--- src/rtl/peripheral_bus_pkg.sv ---
// Shared types and helpers for the peripheral bus decoder.
// Holds the cycle-tracking FSM encoding and the channel index sizing.
package peripheral_bus_pkg;

    localparam int MAX_CHANNELS = 16;

    typedef enum logic [1:0] {
        IDLE   = 2'd0,
        WAIT   = 2'd1,
        ACTIVE = 2'd2
    } bus_state_t;

    // A single channel still needs a one-bit index register.
    function automatic int index_width(input int channels);
        return (channels > 1) ? $clog2(channels) : 1;
    endfunction

endpackage

--- src/rtl/bus_window_match.sv ---
// One decode window: masked address compare qualified by enable and address space.
module bus_window_match #(
    parameter int ADDR_WIDTH = 20
) (
    input  logic [ADDR_WIDTH-1:0] address,
    input  logic [ADDR_WIDTH-1:0] base,
    input  logic [ADDR_WIDTH-1:0] mask,
    input  logic                  enable,
    input  logic                  is_io,
    input  logic                  io_strobe,
    input  logic                  mem_strobe,
    output logic                  hit
);

    logic space_ok;

    assign space_ok = is_io ? io_strobe : mem_strobe;
    assign hit      = enable & space_ok & ((address & mask) == (base & mask));

endmodule

--- src/rtl/peripheral_bus_decoder.sv ---
// Programmable N-window I/O and memory decoder with wait-state generation
// and a registered read-back multiplexer driving the CPU data bus.
module peripheral_bus_decoder
    import peripheral_bus_pkg::*;
#(
    parameter int CHANNELS   = 8,
    parameter int ADDR_WIDTH = 20,
    parameter int DATA_WIDTH = 8,
    parameter int WAIT_WIDTH = 4
) (
    input  logic                             clock,
    input  logic                             reset_n,
    input  logic [ADDR_WIDTH-1:0]            address,
    input  logic                             address_enable_n,
    input  logic                             io_read_n,
    input  logic                             io_write_n,
    input  logic                             memory_read_n,
    input  logic                             memory_write_n,
    input  logic                             interrupt_acknowledge_n,
    input  logic                             dma_ack,
    input  logic [CHANNELS-1:0]              window_enable,
    input  logic [CHANNELS-1:0]              window_is_io,
    input  logic [CHANNELS*ADDR_WIDTH-1:0]   window_base,
    input  logic [CHANNELS*ADDR_WIDTH-1:0]   window_mask,
    input  logic [CHANNELS*WAIT_WIDTH-1:0]   window_wait,
    input  logic [CHANNELS*DATA_WIDTH-1:0]   channel_data_in,
    input  logic [DATA_WIDTH-1:0]            inta_data_in,
    input  logic [DATA_WIDTH-1:0]            dma_data_in,
    output logic [CHANNELS-1:0]              chip_select_n,
    output logic                             io_ready,
    output logic [DATA_WIDTH-1:0]            data_bus_out,
    output logic                             data_bus_out_from_chipset,
    output logic                             unclaimed_read
);

    localparam int IDX_W = index_width(CHANNELS);

    logic io_strobe, mem_strobe, strobe, read_cycle;

    assign io_strobe  = ~address_enable_n & (~io_read_n | ~io_write_n);
    assign mem_strobe = ~address_enable_n & (~memory_read_n | ~memory_write_n);
    assign strobe     = io_strobe | mem_strobe;
    // A read strobe wins over a simultaneous write strobe.
    assign read_cycle = ~io_read_n | ~memory_read_n;

    logic [CHANNELS-1:0] hit;

    for (genvar i = 0; i < CHANNELS; i++) begin : g_window
        bus_window_match #(
            .ADDR_WIDTH (ADDR_WIDTH)
        ) u_match (
            .address    (address),
            .base       (window_base[i*ADDR_WIDTH +: ADDR_WIDTH]),
            .mask       (window_mask[i*ADDR_WIDTH +: ADDR_WIDTH]),
            .enable     (window_enable[i]),
            .is_io      (window_is_io[i]),
            .io_strobe  (io_strobe),
            .mem_strobe (mem_strobe),
            .hit        (hit[i])
        );
    end

    // Isolating the lowest set bit gives the lowest-index winner directly.
    assign chip_select_n = ~(hit & (~hit + CHANNELS'(1)));

    logic [IDX_W-1:0]      winner_idx;
    logic [WAIT_WIDTH-1:0] winner_wait;
    logic                  any_hit;

    // NOTE: every combinational output gets a default before any branch,
    // so no path leaves a variable unassigned and no latch is inferred.
    always_comb begin
        winner_idx  = '0;
        winner_wait = '0;
        any_hit     = 1'b0;
        for (int i = CHANNELS - 1; i >= 0; i--) begin
            if (hit[i]) begin
                winner_idx  = IDX_W'(i);
                winner_wait = window_wait[i*WAIT_WIDTH +: WAIT_WIDTH];
                any_hit     = 1'b1;
            end
        end
    end

    bus_state_t            state_q, state_d;
    logic [WAIT_WIDTH-1:0] count_q, count_d;
    logic [IDX_W-1:0]      sel_q, sel_d;
    logic                  hit_q, hit_d;
    logic                  read_q, read_d;
    logic                  unclaimed_d;

    always_comb begin
        state_d     = state_q;
        count_d     = count_q;
        sel_d       = sel_q;
        hit_d       = hit_q;
        read_d      = read_q;
        unclaimed_d = 1'b0;
        case (state_q)
            IDLE: begin
                if (strobe) begin
                    sel_d       = winner_idx;
                    hit_d       = any_hit;
                    read_d      = read_cycle;
                    count_d     = any_hit ? winner_wait : '0;
                    state_d     = (any_hit && winner_wait != '0) ? WAIT : ACTIVE;
                    unclaimed_d = ~any_hit & read_cycle;
                end
            end
            WAIT: begin
                if (!strobe) begin
                    state_d = IDLE;
                    count_d = '0;
                end else if (count_q <= WAIT_WIDTH'(1)) begin
                    state_d = ACTIVE;
                    count_d = '0;
                end else begin
                    count_d = count_q - WAIT_WIDTH'(1);
                end
            end
            ACTIVE: begin
                if (!strobe) begin
                    state_d = IDLE;
                end
            end
            default: begin
                state_d = IDLE;
                count_d = '0;
            end
        endcase
    end

    logic [DATA_WIDTH-1:0] channel_word;
    logic [DATA_WIDTH-1:0] data_d;
    logic                  enable_d;
    logic                  load_channel;

    // The _d selection equals the latched one outside IDLE, so the first
    // ACTIVE cycle already loads the winning channel.
    assign load_channel = (state_d == ACTIVE) & hit_d & read_d;

    always_comb begin
        channel_word = '0;
        for (int i = 0; i < CHANNELS; i++) begin
            if (sel_d == IDX_W'(i)) begin
                channel_word = channel_data_in[i*DATA_WIDTH +: DATA_WIDTH];
            end
        end
    end

    always_comb begin
        data_d   = '0;
        enable_d = 1'b0;
        if (!interrupt_acknowledge_n) begin
            data_d   = inta_data_in;
            enable_d = 1'b1;
        end else if (dma_ack && !io_read_n) begin
            data_d   = dma_data_in;
            enable_d = 1'b1;
        end else if (load_channel) begin
            data_d   = channel_word;
            enable_d = 1'b1;
        end
    end

    // NOTE: sequential state uses non-blocking assignments only, so every
    // register samples the values from before this clock edge.
    always_ff @(posedge clock or negedge reset_n) begin
        if (!reset_n) begin
            state_q                   <= IDLE;
            count_q                   <= '0;
            sel_q                     <= '0;
            hit_q                     <= 1'b0;
            read_q                    <= 1'b0;
            data_bus_out              <= '0;
            data_bus_out_from_chipset <= 1'b0;
            unclaimed_read            <= 1'b0;
        end else begin
            state_q                   <= state_d;
            count_q                   <= count_d;
            sel_q                     <= sel_d;
            hit_q                     <= hit_d;
            read_q                    <= read_d;
            data_bus_out              <= data_d;
            data_bus_out_from_chipset <= enable_d;
            unclaimed_read            <= unclaimed_d;
        end
    end

    assign io_ready = (state_q != WAIT);

endmodule

--- config.mk ---
export PLATFORM = sky130hd
export DESIGN_NAME = peripheral_bus_decoder
export DESIGN_NICKNAME = d
export VERILOG_FILES = /design/src/rtl/peripheral_bus_pkg.sv /design/src/rtl/bus_window_match.sv /design/src/rtl/peripheral_bus_decoder.sv
export SDC_FILE = /design/constraint.sdc
export NUM_CORES = 1
export LEC_CHECK = 0
export BUFFER_PORTS_ARGS = -buffer_cell sky130_fd_sc_hd__buf_2
export CAP_MARGIN = 20
export CORE_AREA = 2 2 192 194
export CTS_BUF_LIST = sky130_fd_sc_hd__clkbuf_2
export DETAILED_ROUTE_END_ITERATION = 8
export DIE_AREA = 0 0 194 196
export PLACE_DENSITY = 0.37
export SETUP_SLACK_MARGIN = 0.05
export SYNTH_ARGS = -nofsm -noshare
export SYNTH_HDL_FRONTEND = slang
export SYNTH_SLANG_ARGS = --single-unit
export TNS_END_PERCENT = 100
--- constraint.sdc ---
create_clock -name clock -period 8 [get_ports clock]
set_clock_uncertainty 0.15 [all_clocks]
set_input_delay 1.2 -clock clock [delete_from_list [all_inputs] [get_ports clock]]
set_output_delay 1.2 -clock clock [all_outputs]
set_load 0.02 [all_outputs]
# After elaboration in Yosys (flattened, before gate mapping)
# Index checks and enable logic that the tools add are counted.
# word_totals
reg_bits	21
input_bits	477
out_inout_bits	19
elab_cells	154
# op_classes
addsub	2
order_cmp	1
eq_ne	20
muxes	65
bitwise_logic	51
reduce_logical	7
# ops
op	n
20-bit bitwise AND	16
20-bit == test	8
8-bit 2-to-1 mux	11
4-bit 2-to-1 mux	12
3-bit 2-to-1 mux	10
1-bit 2-to-1 mux	25
1-bit bitwise AND	21
8-bit inverter	2
3-bit == test, second input constant	4
4-bit case mux with 3 select lines	1
2-bit 2-to-1 mux	5
8-bit by 1-bit adder with 8-bit output, second input constant	1
8-bit bitwise AND	1
1-bit inverter	7
3-bit by 2-bit == test with 1-bit output, second input constant	2
2-bit case mux with 3 select lines	1
2-bit == test, second input constant	2
4-bit by 1-bit less-or-equal comparator with 1-bit output, second input constant	1
1-bit bitwise OR	4
4-bit nonzero test	1
4-bit by 1-bit subtractor with 4-bit output, second input constant	1
3-bit by 1-bit == test with 1-bit output, second input constant	1
3-bit zero test	1
2-bit by 1-bit == test with 1-bit output, second input constant	1
other kinds (6)	7

# Longest topological paths before layout
# Gate-level depths: netlist of the first run.
# depth
depth_word	28
ltp_mapped	14
depth_no_buf	13

# Modules after synthesis
# A second synthesis of the first run with hierarchy kept.
# hier_totals
cells_unflattened	569
hier_area_um2	4503.1
# modules_own_cells
module	instances	cells_each	area_each_um2	seq_area_each_um2
bus_window_match	8	37	296.5	0.0
peripheral_bus_decoder	1	273	2130.8	525.5

# Worst setup path after synthesis of the first run
# OpenSTA, ideal clock, no wires.
# synth_path
path_type	input-to-output
from	input port address[18]
to	output port chip_select_n[7]
arrival_ns	2.940
required_time_ns	6.650
slack_ns	3.710
cell_stages	8
n_path_buf	1
path_cell_list	buf_2 -> xor2_1 -> a222oi_1 -> nand4_2 -> nor4_4 -> nor4_2 -> and2_4 -> nand3b_1
# synth_via
elab_chain_len	7
elab_cells_between_ends	28
classes_between	1 x add/sub; 8 x eq/ne; 19 x bitwise
# synth_rtl
item	line_no	text
from (decl)	peripheral_bus_decoder.sv:13	input logic [ADDR_WIDTH-1:0] address,
20-bit bitwise AND	bus_window_match.sv:18	assign hit = enable & space_ok & ((address & mask) == (base & mask));
20-bit == test	bus_window_match.sv:18	
1-bit bitwise AND	bus_window_match.sv:18	
8-bit inverter	peripheral_bus_decoder.sv:64	assign chip_select_n = ~(hit & (~hit + CHANNELS'(1)));
8-bit by 1-bit adder with 8-bit output	peripheral_bus_decoder.sv:64	
8-bit bitwise AND (*)	peripheral_bus_decoder.sv:64	
8-bit inverter (*)	peripheral_bus_decoder.sv:64	
to (decl)	peripheral_bus_decoder.sv:29	output logic [CHANNELS-1:0] chip_select_n,
# Mark *: on every way between the ends. The rest lies on a longest branch, timed or not.

# Worst setup path after layout of the first run
# layout_path
from	input port address[9]
to	register data_bus_out[4]
# layout_via
elab_chain_len	25
elab_cells_between_ends	79
classes_between	16 x eq/ne; 42 x mux; 18 x bitwise; 3 x reduce/logical
# layout_rtl
item	line_no	text
20-bit bitwise AND	bus_window_match.sv:18	
20-bit == test	bus_window_match.sv:18	
1-bit bitwise AND	bus_window_match.sv:18	
3-bit 2-to-1 mux (8 in series)	peripheral_bus_decoder.sv:77	if (hit[i]) begin
3-bit 2-to-1 mux	peripheral_bus_decoder.sv:101	if (strobe) begin
3-bit 2-to-1 mux	peripheral_bus_decoder.sv:99	case (state_q)
3-bit zero test	peripheral_bus_decoder.sv:145	if (sel_d == IDX_W'(i)) begin
8-bit 2-to-1 mux (8 in series)	peripheral_bus_decoder.sv:145	
8-bit 2-to-1 mux (*)	peripheral_bus_decoder.sv:160	end else if (load_channel) begin
8-bit 2-to-1 mux (*)	peripheral_bus_decoder.sv:157	end else if (dma_ack && !io_read_n) begin
8-bit 2-to-1 mux (*)	peripheral_bus_decoder.sv:154	if (!interrupt_acknowledge_n) begin
net data_d[4]	peripheral_bus_decoder.sv:134	logic [DATA_WIDTH-1:0] data_d;
to (signal assigned)	peripheral_bus_decoder.sv:184	data_bus_out <= data_d;
to (decl)	peripheral_bus_decoder.sv:31	output logic [DATA_WIDTH-1:0] data_bus_out,
# Mark *: on every way through the listed nets, which the timed path passes. The rest lies on a longest branch.
# A chain may end at the register's enable or synchronous reset.

==> results of run 1 <==
per-layer routing:
layer  global-route usage  up-vias
met3               0.0313       36
met1                0.254     3372
li1                     -     3372
met4               0.0398        0
met2                0.341      324
met5                    0        -
placed cells by master (no fill, tap or decap), drive strengths merged, types with 8 or more instances in the layout:
cell type | synthesis | final
a22oi | 78 | 78
mux2i | 27 | 27
o21ai | 16 | 16
buf | 26 | 497
a21oi | 13 | 13
mux2 | 13 | 13
nor2 | 27 | 27
nand2 | 59 | 59
a222oi | 11 | 11
nor3 | 11 | 11
dfrtp | 21 | 21
inv | 20 | 20
o22ai | 11 | 11
xor2 | 160 | 160
a21boi | 8 | 8
nor4 | 13 | 13
nand3 | 18 | 18
nand4 | 27 | 27
metrics by stage:
| step | area, sq um | std cells | worst slack [ns] | power (mW) |
|---|---|---|---|---|
| after floorplan | 5010 | 642 | 3.71 | 0.325 |
| after global placement | 7920 | 1576 | 1.95 | 0.548 |
| after detailed placement | 7920 | 1576 | 1.92 | 0.547 |
| after CTS | 7940 | 1580 | 2.35 | 0.602 |
| after global routing | 7950 | 1583 | 2.21 | 0.643 |
| final | 7950 | 1583 | 2.62 | 0.594 |
area by class of cell:
cell class	count	area, sq um
antenna	3	7.51
clock buffer	3	15.0
clock inverter	1	5.00
fill	4190	28100
inverter	20	75.1
multi-input combinational	570	4240
sequential	21	526
tap	468	586
timing repair buffer	497	2490
sequential cells by signal, summed over array words and instances (netlist names):
name                       count
count_q                        4
data_bus_out                   8
data_bus_out_from_chipset      1
hit_q                          1
read_q                         1
sel_q                          3
state_q                        2
unclaimed_read                 1
worst max-delay path: cells and delay by family:
| kind | cells | cell delay [ns] |
|---|---|---|
| compound gates | 5 | 1.68 |
| xor+xnor | 1 | 0.16 |
| buf+inv | 1 | 0.31 |
| mux | 1 | 0.29 |
| simple gates | 4 | 1.86 |
final timing paths:
check,from,end,slack [ns],cells after the start
setup / recovery,address[9],data_bus_out[4],2.62,12
hold / removal,hit_q,hit_q,0.40,2
setup reg to reg,state_q[1],data_bus_out[3],4.34,8
hold reg to reg,hit_q,hit_q,0.40,2
max in group asynchronous,reset_n,data_bus_out[5],6.73,1
min in group asynchronous,reset_n,count_q[1],0.59,1
where the power goes:
part	internal [mW]	leakage, nW	switching [mW]
logic	0.188	3.61	0.238
registers	0.114	0.268	0.00249
clock network	0.0113	0.0164	0.0407
total	0.313	3.89	0.281
logic make-up (layout without fill, tap and decap cells):
family,count (synthesis),after routing,synth area share
XOR/XNOR,161,161,0.282
multiplexers,40,40,0.0832
adder cells (fa/ha/maj),2,2,0.00500
AO/OA/AOI/OAI,183,183,0.279
buffers and inverters,51,521,0.0485
flip-flops,21,21,0.105
other,0,3,0
AND/OR/NAND/NOR,184,184,0.197
==> results.json, run 1 <==
{
  "layout-area-overhead-vs-synth_pct": 58.8,
  "cp.required_ns": 8.17,
  "synth.cells.most_frequent": "xor2_1, a22oi_1, nand2_1, mux2i_1",
  "vias": 7104,
  "gp_routability_congestion": 0.895,
  "finalCritPeriodShare": 0.672,
  "worstSetupEndpointType": "flip-flop",
  "postRouteAntennaNets": 0,
  "synth-async-reset-ratio": 1.00,
  "rsz0062_at_grt": "no",
  "achievable-frequency_mhz": 186,
  "met2_wire_length_um": 18900,
  "post_synth_num_cell_types": 66,
  "wl_um": 38800,
  "max-clock-path-buffers": 2,
  "floorplan.die.height_um": 196,
  "tightestPinTransition_ns": 0.942,
  "critical_path_fanout_max": 24,
  "initialDrtViolationCount": 379,
  "clk_pin_slew_worst_paths_ns": 0.25,
  "hold_buffers": 0,
  "cell_area_after_synthesis_sq_mm": 0.00501,
  "drt_pre_antenna_iters": 5,
  "synth.area.top_cells": "xor2_1, a22oi_1, dfrtp_1",
  "status": "finished, final reports clean",
  "startpoint_type": "input port",
  "synth_top_cell_area_share": 0.280,
  "core_region_sq_mm": 0.0361,
  "crit_chain": "buf_2 -> xor2_1 -> a2bb2oi_1 -> nand4_1 -> nor3_1 -> nor2_1 -> a21bo_2 -> o21ai_4 -> mux2_2 -> o22ai_1 -> or4_1 -> a31oi_1",
  "wirelength_met1_um": 16800,
  "cts_made_buffers": 3,
  "cpMaxStageDelayCell": "nor3_1",
  "place_hpwl_um": 34200,
  "final-hold-violation-count": 0,
  "grt.overflow.total": 0,
  "static_leak_nw": 3.89,
  "finalCoreUtilization": 0.220,
  "grt_use_total": 0.195,
  "start_util": 0.139,
  "synth_edf_count": 0,
  "final_net_count": 1592,
  "yosys_warnings": 0,
  "postSynthRegisterBits": 21,
  "cap_violations": 0,
  "period_minus_slack_ns": 5.38,
  "cts_root_buffer": "clkbuf_2",
  "critPathKind": "input port to flip-flop",
  "num_io_pins": 496,
  "postSynthCellCount": 642,
  "grt_pass1_wl_um": 53500,
  "clock_tree.htree_level_count": 1,
  "tritoncts": "yes",
  "drive_above_1_share": 0.480,
  "power-per-cell-area_mw_per_mm2": 74.8,
  "route.met3.wl_um": 2180,
  "synth-seq-area-share": 0.105,
  "die_footprint_sq_mm": 0.0380,
  "drc_errors": 0,
  "slew_violations": 0,
  "cpPeakStageDelay_ns": 0.83,
  "clkSinkCount": 21,
  "cts_post_setup_buffers_inserted": 0,
  "port-buffer-count": 495,
  "grt_max_degree": 25,
  "tns_ns": 0,
  "hold_class": "flip-flop to flip-flop",
  "finalSetupViolCount": 0,
  "drt-wirelength-per-cell_um": 24.5,
  "die_width_um": 194,
  "insertion_delay_ns": 0.38,
  "initial_antenna_violation_count": 5,
  "slew-limit-headroom": 0.367,
  "rows": 70,
  "yosysMostFrequentCell": "xor2_1",
  "top_layer": "met4",
  "timing.critical_path.arrival_ns": 5.55,
  "grt_pass1_vias": 7580,
  "synthesis.nets": 1121,
  "syn_avg_cell_area_sq_um": 7.80,
  "fin_worst_hold_slack_ns": 0.400,
  "peakVddDrop_uv": 39.4,
  "synth_ff_type": "dfrtp_1",
  "yosysTopAreaCell": "xor2_1",
  "post_cts_sizing_count": 0,
  "viasPerCell": 4.49
}
Power figures use the tool's default switching activity.
==> run 2: changes to the inputs <==
--- a/config.mk
+++ b/config.mk
@@ -7,10 +7,10 @@
 export LEC_CHECK = 0
 export BUFFER_PORTS_ARGS = -buffer_cell sky130_fd_sc_hd__buf_2
 export CAP_MARGIN = 20
-export CORE_AREA = 2 2 192 194
+export CORE_AREA = 2 2 193 195
 export CTS_BUF_LIST = sky130_fd_sc_hd__clkbuf_2
 export DETAILED_ROUTE_END_ITERATION = 8
-export DIE_AREA = 0 0 194 196
+export DIE_AREA = 0 0 195 197
 export PLACE_DENSITY = 0.37
 export SETUP_SLACK_MARGIN = 0.05
 export SYNTH_ARGS = -nofsm -noshare
==> constraint.sdc (replaced) <==
create_clock -name clock -period 5.3 [get_ports clock]
set_clock_uncertainty 0.15 [all_clocks]
set_input_delay 0.795 -clock clock [delete_from_list [all_inputs] [get_ports clock]]
set_output_delay 0.795 -clock clock [all_outputs]
set_load 0.02 [all_outputs]
==> results.json, run 2 (synthesis gave the netlist of run 1 again) <==
{
  "status": "finished, final reports clean",
  "grt_use_total": 0.195,
  "worstSetupEndpointType": "flip-flop",
  "die_footprint_sq_mm": 0.0384,
  "cp.required_ns": 5.44,
  "reg_top3": "data_bus_out: 8 flops, count_q: 4 flops, sel_q: 3 flops",
  "postRouteAntennaNets": 0,
  "power-per-cell-area_mw_per_mm2": 112,
  "cpMaxStageDelayCell": "nor3_1",
  "final_critical_path_setup_slack_ns": 0.755,
  "final-hold-violation-count": 0,
  "peakVddDrop_uv": 43.9,
  "rsz0062_at_grt": "no",
  "post_cts_sizing_count": 0,
  "clkSinkCount": 21,
  "fin_worst_hold_slack_ns": 0.180,
  "most-common-layout-cells": "buf_2, xor2_1, a22oi_1, nand2_1, mux2i_1",
  "rows": 70,
  "placedInstanceArea_sq_mm": 0.00805,
  "grt_pass1_wl_um": 53500,
  "drt_pre_antenna_iters": 5,
  "cpPeakStageDelay_ns": 0.87,
  "insertion_delay_ns": 0.39,
  "cts_root_buffer": "clkbuf_2",
  "cts_made_buffers": 3,
  "critical_path_fanout_max": 10,
  "critPathBufInv": 1,
  "fill_cells": 4210,
  "grt.overflow.total": 0,
  "startpoint_type": "input port",
  "critPathKind": "input port to flip-flop",
  "viasPerCell": 4.52,
  "max-clock-path-buffers": 2,
  "clock_tree.htree_level_count": 1,
  "final_area_sq_mm": 0.00809,
  "max_ffs_per_register": 8,
  "place_hpwl_um": 34300,
  "drt-wirelength-per-cell_um": 24.2,
  "initial_antenna_violation_count": 7,
  "layout-area-overhead-vs-synth_pct": 61.5,
  "tightestPinTransition_ns": 1.09,
  "cts_post_setup_buffers_inserted": 0,
  "clk_pin_slew_worst_paths_ns": 0.26,
  "wl_um": 38800,
  "final_net_count": 1607,
  "slew_violations": 0,
  "hold_buffers": 0,
  "regArea_sq_um": 526,
  "power.total_mw": 0.908,
  "core_region_sq_mm": 0.0363,
  "finalCritPeriodShare": 0.858,
  "grt_pass1_vias": 7550,
  "drc_errors": 0,
  "start_util": 0.138,
  "gp_routability_congestion": 0.901,
  "die_width_um": 195,
  "drive_above_1_share": 0.488,
  "layout_commonest_cell": "buf_2",
  "achievable-frequency_mhz": 220,
  "static_leak_nw": 3.97,
  "hold_class": "input port to async pin",
  "crit_chain": "buf_2 -> a21o_1 -> a222oi_1 -> nand4_1 -> nor3_1 -> nand3b_1 -> a31oi_1 -> a21oi_1 -> and4_1 -> a21oi_1 -> or4_1 -> a31oi_1",
  "vias": 7236,
  "finalSetupViolCount": 0,
  "timing.critical_path.arrival_ns": 4.69,
  "period_minus_slack_ns": 4.55,
  "dpl_worst_slack_ns": 0.364,
  "cp_top_family": "simple AND/OR/NAND/NOR gates",
  "multiInputGateArea_sq_mm": 0.00425,
  "cap_violations": 0,
  "slew-limit-headroom": 0.265,
  "num_io_pins": 496,
  "tritoncts": "yes",
  "floorplan.die.height_um": 197,
  "grt_max_degree": 22,
  "initialDrtViolationCount": 336,
  "port-buffer-count": 495,
  "tns_ns": 0,
  "largest_register": "data_bus_out"
}
## run 2: cell count changes in the layout (fill, tap and decap cells not counted), sizes merged
cell | previous run | this run
buf | 497 | 512
diode | 3 | 6
## run 2: power by group
part / switching, mW / total, mW / internal, mW
Sequential: 0.00367 / 0.175 / 0.172
Clock: 0.0597 / 0.0767 / 0.0170
Combinational: 0.365 / 0.656 / 0.291
Total: 0.428 / 0.908 / 0.480
## run 2: path summary, 6_finish.rpt
kind	startpoint	to	slack (ns)	cells past startpoint
max in group asynchronous	reset_n	data_bus_out[7]	4.40	1
hold / removal	reset_n	count_q[2]	0.18	1
setup reg to reg	state_q[1]	data_bus_out[7]	1.89	9
hold reg to reg	read_q	read_q	0.41	2
setup / recovery	address_enable_n	data_bus_out[2]	0.75	12
min in group clock	read_q	read_q	0.41	2
## run 2: layout make-up
cell class | count | share of cell area
multi-input cells | 570 | 0.525
repair buffers | 512 | 0.324
well taps | 468 | 0.0724
flip-flops and latches | 21 | 0.0650
inverters | 20 | 0.00928
clock buffers | 3 | 0.00186
diodes | 6 | 0.00186
clock inverters | 1 | 0.000619
## run 2: stage by stage
| step | utilization | instances |
|---|---|---|
| floorplan | - | 642 |
| global placement | 0.222 | 1591 |
| detailed placement | 0.222 | 1591 |
| CTS | 0.223 | 1595 |
| global route | 0.223 | 1598 |
| finish | 0.223 | 1601 |
## run 2: worst reg2reg max path, cell delays in order, from the launching register on
cell and delay (ns):
dfrtp_1 0.50, a311oi_1 0.44, nor2b_1 0.55, mux2i_1 0.22, nor2_2 0.46, buf_4 0.30, mux2i_1 0.20, mux2i_1 0.12
mux2i_1 0.21, o21ai_0 0.11
## run 2: routing by layer
layer | share of wire | track usage | vias to the layer above
li1 | - | - | 3407
met1 | 0.43 | 0.250 | 3466
met2 | 0.47 | 0.329 | 314
met3 | 0.065 | 0.0428 | 45
met4 | 0.025 | 0.0500 | 4
met5 | 0.00057 | 0 | -
==> run 3: changes to the inputs <==
--- a/config.mk
+++ b/config.mk
@@ -9,9 +9,10 @@
 export CAP_MARGIN = 20
 export CORE_AREA = 2 2 193 195
 export CTS_BUF_LIST = sky130_fd_sc_hd__clkbuf_2
+export CTS_CLUSTER_DIAMETER = 100
 export DETAILED_ROUTE_END_ITERATION = 8
 export DIE_AREA = 0 0 195 197
-export PLACE_DENSITY = 0.37
+export PLACE_DENSITY = 0.44
 export SETUP_SLACK_MARGIN = 0.05
 export SYNTH_ARGS = -nofsm -noshare
 export SYNTH_HDL_FRONTEND = slang
==> results.json, run 3 (synthesis gave the netlist of run 1 again) <==
{
  "layout_commonest_cell": "buf_2",
  "slew-limit-headroom": 0.380,
  "post_cts_sizing_count": 0,
  "drt_pre_antenna_iters": 5,
  "hold_class": "input port to async pin",
  "cts_made_buffers": 3,
  "clock_tree.htree_level_count": 1,
  "grt_use_met2": 0.333,
  "cts_post_setup_buffers_inserted": 0,
  "most-common-layout-cells": "buf_2, xor2_1, a22oi_1, nand2_1, mux2i_1",
  "gp_routability_congestion": 0.960,
  "die_width_um": 195,
  "insertion_delay_ns": 0.35,
  "max_ffs_per_register": 8,
  "timing.rr.start": "state_q[1]",
  "r2r.worst_path.cells": 10,
  "core_region_sq_mm": 0.0363,
  "postRouteAntennaNets": 0,
  "finalSetupViolCount": 0,
  "grtUsageMet3": 0.0332,
  "power-per-cell-area_mw_per_mm2": 112,
  "tightestPinTransition_ns": 0.921,
  "cts_root_buffer": "clkbuf_2",
  "static_leak_nw": 3.96,
  "tritoncts": "yes",
  "fin_worst_hold_slack_ns": 0.221,
  "grt_pass1_vias": 7372,
  "slew_violations": 0,
  "finalCritPeriodShare": 0.891,
  "rsz0062_at_grt": "no",
  "busiest_layer": "met2",
  "clkSinkCount": 21,
  "grt_pass1_wl_um": 52900,
  "worstSetupEndpointType": "flip-flop",
  "tns_ns": 0,
  "regArea_sq_um": 526,
  "num_io_pins": 496,
  "status": "finished, final reports clean",
  "place_hpwl_um": 34700,
  "rows": 70,
  "reg_top3": "data_bus_out: 8 flops, count_q: 4 flops, sel_q: 3 flops",
  "critical_path_fanout_max": 12,
  "wl_um": 38800,
  "timing.critical_path.arrival_ns": 4.84,
  "clk_pin_slew_worst_paths_ns": 0.24,
  "drc_errors": 0,
  "hold_buffers": 0,
  "drt-wirelength-per-cell_um": 24.3,
  "drive_above_1_share": 0.486,
  "multiInputGateArea_sq_mm": 0.00424,
  "start_util": 0.138,
  "viasPerCell": 4.48,
  "max-clock-path-buffers": 2,
  "critPathKind": "input port to flip-flop",
  "peakVddDrop_uv": 55.0,
  "cap_violations": 0,
  "final_critical_path_setup_slack_ns": 0.579,
  "startpoint": "address[9]",
  "layout-area-overhead-vs-synth_pct": 60.9,
  "cp.required_ns": 5.42,
  "power.total_mw": 0.898,
  "period_minus_slack_ns": 4.72,
  "floorplan.die.height_um": 197,
  "die_footprint_sq_mm": 0.0384,
  "gr-usage-met1": 0.253,
  "dpl_worst_slack_ns": 0.0879,
  "initial_antenna_violation_count": 6,
  "final_net_count": 1605,
  "startpoint_type": "input port",
  "fill_cells": 4221,
  "grt_use_total": 0.193,
  "final-hold-violation-count": 0,
  "vias": 7158,
  "largest_register": "data_bus_out",
  "initialDrtViolationCount": 416,
  "port-buffer-count": 495,
  "grt_max_degree": 22,
  "achievable-frequency_mhz": 212,
  "grt.overflow.total": 0
}
-- run 3: metal layers --
metal	wire (um)	share of wire
met3	2340	0.060
met5	0	0
met1	17100	0.44
met2	18700	0.48
met4	625	0.016
-- run 3: cell type report --
| cell class | count | share of cell area |
|---|---|---|
| antenna | 6 | 0.00186 |
| clock buffer | 3 | 0.00186 |
| sequential | 21 | 0.0652 |
| multi-input combinational | 570 | 0.527 |
| timing repair buffer | 510 | 0.322 |
| inverter | 20 | 0.00932 |
| clock inverter | 1 | 0.000621 |
| tap | 468 | 0.0727 |
-- run 3: worst paths after layout --
check,endpoint,slack (ns)
max,data_bus_out[4],0.58
min,state_q[0],0.22
max reg2reg,data_bus_out[3],2.03
min reg2reg,read_q,0.40
max in group asynchronous,data_bus_out[5],4.41
min in group clock,read_q,0.40
-- run 3: worst max-delay path, cell delays in order --
cell       delay [ns]
buf_2            0.37
xor2_1           0.24
a2bb2oi_1        0.54
nand4_1          0.25
nor3_1           0.64
nor2_1           0.24
o31ai_1          0.41
a31oi_4          0.21
inv_2            0.26
or2_2            0.20
o22ai_1          0.09
or4_1            0.41
a31oi_1          0.17
-- run 3: through the flow --
step	cells	utilization	cell area [sq um]
floorplan	642	-	5010
global placement	1589	0.221	8020
detailed placement	1589	0.221	8020
CTS	1593	0.222	8040
global route	1597	0.222	8050
finish	1599	0.222	8060
-- run 3: report_power, final --
group | leakage [nW] | internal (mW) | total (mW) | switching (mW)
Combinational | 3.68 | 0.288 | 0.649 | 0.361
Sequential | 0.268 | 0.172 | 0.177 | 0.00483
Clock | 0.0164 | 0.0171 | 0.0727 | 0.0556
Total | 3.96 | 0.477 | 0.898 | 0.422
